==> src/rtl/ov7670_capture.sv <==
// OV7670 capture front end: xclk and power sequencing, pclk-domain sampling in clk_50,
// Y extraction from YCbCr 4:2:2, optional 2x downscale and border, frame buffer write strobes.
module ov7670_capture #(
  parameter int unsigned H_ACTIVE   = 320,
  parameter int unsigned V_ACTIVE   = 240,
  parameter int unsigned DECIM      = 1,
  parameter int unsigned Y_BYTE     = 1,
  parameter int unsigned XCLK_DIV   = 4,
  parameter int unsigned RST_HOLD   = 1024,
  parameter int unsigned BORDER     = 1,
  parameter logic [7:0]  BORDER_VAL = 8'hFF,
  parameter int unsigned XW         = 10,
  parameter int unsigned YW         = 10,
  parameter int unsigned MEM_AW     = 19
) (
  input  logic              clk_50,
  input  logic              reset,
  output logic              xclk,
  input  logic              pclk,
  input  logic              vsync,
  input  logic              href,
  input  logic [7:0]        data,
  output logic              cam_rst_n,
  output logic              cam_pwdn,
  output logic [7:0]        value,
  output logic [XW-1:0]     x_addr,
  output logic [YW-1:0]     y_addr,
  output logic [MEM_AW-1:0] mem_addr,
  output logic              is_val,
  output logic              frame_start,
  output logic              frame_done,
  output logic [15:0]       frame_cnt,
  output logic              line_err
);

  localparam int unsigned OUT_W = H_ACTIVE / DECIM;
  localparam int unsigned OUT_H = V_ACTIVE / DECIM;
  localparam int unsigned HALF  = XCLK_DIV / 2;
  localparam int unsigned DW    = $clog2(HALF + 1);
  localparam int unsigned HW    = $clog2(RST_HOLD + 1);
  localparam logic [XW-1:0] OUT_W_X = XW'(OUT_W);
  localparam logic [YW-1:0] OUT_H_Y = YW'(OUT_H);

  typedef enum logic [1:0] {S_SYNC, S_VSYNC, S_WAIT, S_LINE} state_t;

  logic [DW-1:0] div_cnt;
  logic [HW-1:0] hold_cnt;

  // Camera master clock
  always_ff @(posedge clk_50) begin
    if (reset) begin
      xclk    <= 1'b0;
      div_cnt <= '0;
    end else if (div_cnt == DW'(HALF - 1)) begin
      div_cnt <= '0;
      xclk    <= ~xclk;
    end else begin
      div_cnt <= div_cnt + DW'(1);
    end
  end

  // Power-down release, then hold the camera in reset for RST_HOLD cycles
  always_ff @(posedge clk_50) begin
    if (reset) begin
      cam_pwdn  <= 1'b1;
      cam_rst_n <= 1'b0;
      hold_cnt  <= '0;
    end else begin
      cam_pwdn <= 1'b0;
      if (!cam_pwdn && !cam_rst_n) begin
        if (hold_cnt == HW'(RST_HOLD - 1)) cam_rst_n <= 1'b1;
        else hold_cnt <= hold_cnt + HW'(1);
      end
    end
  end

  logic p1, p2, p3, h1, h2, v1, v2;
  logic [7:0] d1, d2;

  // Two-flop synchronisers; p3 provides the pclk rise event
  always_ff @(posedge clk_50) begin
    if (reset) begin
      {p1, p2, p3, h1, h2, v1, v2} <= '0;
      d1 <= '0;
      d2 <= '0;
    end else begin
      p1 <= pclk;  p2 <= p1;  p3 <= p2;
      h1 <= href;  h2 <= h1;
      v1 <= vsync; v2 <= v1;
      d1 <= data;  d2 <= d1;
    end
  end

  state_t            state;
  logic [XW-1:0]     x_cnt;
  logic [YW-1:0]     y_cnt;
  logic [MEM_AW-1:0] mem_cnt, row_base;
  logic              phase, pair, line_par, first_line, any_emit;
  logic [7:0]        acc;

  logic       rise, emit_line, cur_phase, take, is_y, do_emit, ovf, on_border;
  logic [7:0] pix;

  assign rise      = p2 & ~p3 & cam_rst_n;
  assign emit_line = (DECIM == 1) || !line_par;
  assign cur_phase = (state == S_LINE) ? phase : 1'b0;
  assign take      = rise && h2 && !v2 && (state == S_WAIT || state == S_LINE);
  assign is_y      = take && (cur_phase == 1'(Y_BYTE));
  assign do_emit   = is_y && emit_line && ((DECIM == 1) || pair);
  assign pix       = (DECIM == 1) ? d2 : 8'(({1'b0, acc} + {1'b0, d2}) >> 1);
  assign ovf       = (x_cnt >= OUT_W_X) || (y_cnt >= OUT_H_Y);
  assign on_border = (BORDER == 1) && (x_cnt == '0 || x_cnt == OUT_W_X - XW'(1) ||
                                       y_cnt == '0 || y_cnt == OUT_H_Y - YW'(1));

  // Frame/line tracking and pixel emission, advanced only on pclk rise events
  always_ff @(posedge clk_50) begin
    if (reset) begin
      state <= S_SYNC;
      {x_cnt, y_cnt, mem_cnt, row_base} <= '0;
      {phase, pair, line_par, first_line, any_emit} <= '0;
      acc <= '0;
      value <= '0; x_addr <= '0; y_addr <= '0; mem_addr <= '0;
      is_val <= 1'b0; frame_start <= 1'b0; frame_done <= 1'b0;
      frame_cnt <= '0; line_err <= 1'b0;
    end else begin
      is_val      <= 1'b0;
      frame_start <= 1'b0;
      frame_done  <= 1'b0;
      if (rise) begin
        case (state)
          S_SYNC: if (v2) state <= S_VSYNC;
          S_VSYNC: begin
            {x_cnt, y_cnt, mem_cnt, row_base} <= '0;
            {phase, pair, line_par, any_emit} <= '0;
            acc        <= '0;
            first_line <= 1'b1;
            if (!v2) state <= S_WAIT;
          end
          S_WAIT: begin
            if (v2) begin
              state <= S_VSYNC;
              if (any_emit) begin
                frame_done <= 1'b1;
                frame_cnt  <= frame_cnt + 16'd1;
              end
            end else if (h2) begin
              state       <= S_LINE;
              phase       <= 1'b1;
              frame_start <= first_line;
              first_line  <= 1'b0;
            end
          end
          S_LINE: begin
            if (v2) begin
              state    <= S_VSYNC;
              line_err <= 1'b1;
              if (any_emit) begin
                frame_done <= 1'b1;
                frame_cnt  <= frame_cnt + 16'd1;
              end
            end else if (!h2) begin
              state    <= S_WAIT;
              x_cnt    <= '0;
              pair     <= 1'b0;
              line_par <= ~line_par;
              if (emit_line && x_cnt != OUT_W_X) line_err <= 1'b1;
              // Row base keeps mem_addr aligned even after a short or long line
              if (emit_line) begin
                if (y_cnt < OUT_H_Y) y_cnt <= y_cnt + YW'(1);
                row_base <= row_base + MEM_AW'(OUT_W);
                mem_cnt  <= row_base + MEM_AW'(OUT_W);
              end else begin
                mem_cnt <= row_base;
              end
            end else begin
              phase <= ~phase;
            end
          end
          default: state <= S_SYNC;
        endcase
      end

      if (is_y && emit_line && (DECIM != 1) && !pair) begin
        acc  <= d2;
        pair <= 1'b1;
      end

      if (do_emit) begin
        pair <= 1'b0;
        if (ovf) begin
          line_err <= 1'b1;
        end else begin
          is_val   <= 1'b1;
          value    <= on_border ? BORDER_VAL : pix;
          x_addr   <= x_cnt;
          y_addr   <= y_cnt;
          mem_addr <= mem_cnt;
          x_cnt    <= x_cnt + XW'(1);
          mem_cnt  <= mem_cnt + MEM_AW'(1);
          any_emit <= 1'b1;
        end
      end
    end
  end

endmodule

==> config.mk <==
export PLATFORM = sky130hd
export DESIGN_NAME = ov7670_capture
export DESIGN_NICKNAME = d
export VERILOG_FILES = /design/src/rtl/ov7670_capture.sv
export SDC_FILE = /design/constraint.sdc
export NUM_CORES = 1
export LEC_CHECK = 0
export CAP_MARGIN = 20
export CELL_PAD_IN_SITES_DETAIL_PLACEMENT = 1
export CELL_PAD_IN_SITES_GLOBAL_PLACEMENT = 2
export CORE_UTILIZATION = 30
export DETAILED_ROUTE_END_ITERATION = 8
export MAX_ROUTING_LAYER = met4
export PLACE_DENSITY = 0.74
export SYNTH_ARGS = -nofsm -noshare
export SYNTH_HDL_FRONTEND = slang
export SYNTH_SLANG_ARGS = --single-unit
==> constraint.sdc <==
create_clock -name clk_50 -period 2.1 [get_ports clk_50]
set_input_delay 0.21 -clock clk_50 [delete_from_list [all_inputs] [get_ports clk_50]]
set_output_delay 0.21 -clock clk_50 [all_outputs]
set_load 0.05 [all_outputs]
==> flow_metrics.env, run 1 <==
export IMPL_outcome="completed"
export IMPL_cts_tree="done"
export IMPL_yosysMostFrequentCell="dfxtp_1"
export IMPL_yosys_cell_types_count=55
export IMPL_synth_cells=778
export IMPL_r2r_slack_ns=0.08
export IMPL_post_cts_setup_buffer_count=0
export IMPL_setup_viol=0
export IMPL_cts_root_buf="clkbuf_16"
export IMPL_drt_iter0_drc=268
export IMPL_clockBufferDepth=2
export IMPL_drc=0
export IMPL_wl_per_cell_um=16.6
export IMPL_cp_cell_sequence="and2b_2 > nand4_4 > or4_4 > or4_1 > a31oi_1"
export IMPL_fin_cells=1174
export IMPL_r2r_cells=5
export IMPL_io_pin_count=83
export IMPL_syn_cell_area_mm2=0.00670
export IMPL_synth_edff_count=0
export IMPL_tns_ns=0
export IMPL_period_share=0.962
export IMPL_cts_buffers=17
export IMPL_start_kind="register"
export IMPL_row_count=54
export IMPL_rr_startpoint="h2"
export IMPL_max_stage_delay_ns=0.61
export IMPL_synth_top_cells_by_count="dfxtp_1, nand2_1, nor2_1"
export IMPL_leakagePower_nw=3.06
export IMPL_yosys_top_cells_area="dfxtp_1, nand2_1, a21oi_1"
export IMPL_grt_max_degree=41
export IMPL_worst_ep_required_time_ns=2.46
export IMPL_min_period_ns=2.02
export IMPL_clock_sinks=163
export IMPL_dp_slack_ns=0.0179
export IMPL_hold_class="in2reg"
export IMPL_drv_slew=0
export IMPL_hold_path_depth=2
export IMPL_insertion_delay_ns=0.43
export IMPL_grt_pass1_vias=6342
export IMPL_tightest_slew_ns=0.524
export IMPL_critPathLaunch="h2"
export IMPL_antennaDiodeCount=0
export IMPL_die_area_mm2=0.0229
export IMPL_slew_headroom=0.650
export IMPL_coreArea_mm2=0.0219
export IMPL_wirelength_um=19500
export IMPL_fin_ws_ns=0.0793
export IMPL_final_area_mm2=0.00869
export IMPL_gp_congestion=0.861
export IMPL_placed_area_mm2=0.00807
export IMPL_path_depth=5
export IMPL_worstReg2RegEnd="mem_cnt[17]"
export IMPL_dpl_cell_count=1142
export IMPL_cts_hold_buf=0
export IMPL_route_vias_total=5972
export IMPL_clkTransAtPathRegs_ns=0.06
export IMPL_critPathTopFamily="simple AND/OR/NAND/NOR gates"
export IMPL_overflow=0
export IMPL_synth_warnings=0
export IMPL_grt_pass1_wl_um=31900
export IMPL_initial_core_util=0.306
export IMPL_cp_data_arrival_time_ns=2.38
export IMPL_postLayoutCoreUtil=0.397
export IMPL_cp_max_fo=6
export IMPL_worstSetupEndpointType="register"
export IMPL_areaGrowthSynthToFinish_pct=29.7
export IMPL_rsz0062_at_grt="no"
export IMPL_ir_worst_vdd_mv=0.480
export IMPL_io_buffers=82
export IMPL_fin_hold_ws_ns=0.190
export IMPL_ant_nets=0
export IMPL_cellPowerDensity_mw_per_mm2=740
export IMPL_async_reset_ff_frac=0
export IMPL_syn_avg_cell_area_um2=8.61
export IMPL_critPathKind="reg2reg"
export IMPL_dieWidth_um=151
export IMPL_antenna_found_initial=0
export IMPL_firstDrtPassIters=4
export IMPL_timing_fmax_ghz=0.495
export IMPL_synthFlopType="dfxtp_1"
export IMPL_ys_ff_latch=163
export IMPL_crit_buf_inv=0
export IMPL_finalClockSkew_ns=0.00878
export IMPL_vias_per_cell=5.09
export IMPL_ys_seq_area_frac=0.487
export IMPL_hold_end="phase"
export IMPL_dp_hpwl_um=13900
export IMPL_finalHoldViolCount=0
export IMPL_final_nets=903
export IMPL_htree_num_levels=4
export IMPL_crit_slowest_cell="or4_4"
export IMPL_cap_viol_max_count=0
export IMPL_yosysTopAreaCellShare=0.487
export IMPL_synth_net_count=800
export IMPL_die_y_um=151
export IMPL_final_layout_size_suffix_gt1_frac=0.115
export IMPL_grtUsageTotal=0.185
export IMPL_min_from="reset"
export IMPL_power_total_mw=6.43
export IMPL_fill_cells=2554
export IMPL_synth_top_area_cell="dfxtp_1"
-- cell type report --
class	instances	area, um^2	share of cell area
well taps	280	350	0.0403
repair buffers	127	1180	0.136
clock buffers	20	457	0.0525
inverters	19	71.3	0.00820
flip-flops and latches	163	3270	0.376
multi-input cells	553	3230	0.372
clock inverters	12	131	0.0151
-- worst max-delay path by stage --
stage / end / slack [ns]
5_1_grt: mem_cnt[17] / 0.0006
4_1_cts: value[2] / 0.006
2_1_floorplan: mem_cnt[17] / 0.02
6_report: mem_cnt[17] / 0.08
3_3_place_gp: value[3] / 0.05
3_5_place_dp: value[4] / 0.02
-- cells by family (layout without fill, tap and decap cells) --
family,after synthesis,after routing,synth area share
flip-flops,163,163,0.487
AO/OA/AOI/OAI,145,145,0.137
AND/OR/NAND/NOR,352,352,0.260
adder cells (fa/ha/maj),9,9,0.0168
XOR/XNOR,44,44,0.0575
multiplexers,3,3,0.00467
buffers and inverters,62,178,0.0372
-- power breakdown --
| part | switching [mW] | internal [mW] | total (mW) |
|---|---|---|---|
| logic | 0.102 | 0.0659 | 0.168 |
| registers | 0.0165 | 3.12 | 3.14 |
| clock network | 1.31 | 1.81 | 3.12 |
| total | 1.43 | 5.00 | 6.43 |
-- per-layer routing --
metal  global-route usage  wire length (um)  part of all wire  up-vias
met5                    -                 0                 0        -
met4               0.0630               242             0.012        0
met3               0.0398               554             0.028       18
met2                0.305              9530              0.49       83
met1                0.223              9200              0.47     2946
li1                     -                 -                 -     2925
-- flip-flops by register name, indices dropped and copies added, names as in the netlist, 2 cells and up --
register	count
d1	8
y_cnt	10
x_cnt	10
mem_cnt	19
value	8
y_addr	10
hold_cnt	11
mem_addr	19
frame_cnt	16
d2	8
state	2
row_base	13
div_cnt	2
x_addr	10
-- worst register-to-register path: stages (launching register included) --
cell and delay [ns]:
dfxtp_1 0.41, and2b_2 0.24, nand4_4 0.11, or4_4 0.61, or4_1 0.42, a31oi_1 0.17
-- what timing repair did --
| action | 4_1_cts | 5_1_grt |
|---|---|---|
| setup endpoints to repair | 8 | 18 |
| resized for setup | 2 | 9 |
| pin swaps | 1 | 4 |
-- placed cells by master, fill, tap and decap left out, types with 6 or more instances in the layout --
master,count
a311oi_1,6
nand3_1,24
a21oi_1,71
and4_1,9
inv_1,19
nor2b_1,24
nor2_1,75
a31oi_1,10
ha_1,9
nor4_1,9
nand2_1,113
and2_1,7
xor2_1,15
o21ai_0,13
dfxtp_1,161
or3_1,6
clkdlybuf4s50_1,81
and3_1,16
o221a_2,9
nand4_1,17
buf_4,44
nor3_1,25
clkbuf_16,17
xnor2_1,29
Power figures use the tool's default switching activity.
==> run 2, diff against run 1 <==
--- a/config.mk
+++ b/config.mk
@@ -5,6 +5,7 @@
 export SDC_FILE = /design/constraint.sdc
 export NUM_CORES = 1
 export LEC_CHECK = 0
+export ABC_CLOCK_PERIOD_IN_PS = 2100
 export CAP_MARGIN = 20
 export CELL_PAD_IN_SITES_DETAIL_PLACEMENT = 1
 export CELL_PAD_IN_SITES_GLOBAL_PLACEMENT = 2
==> results of run 2 <==
The final DEF is identical to that of run 1; final timing and power are the same.
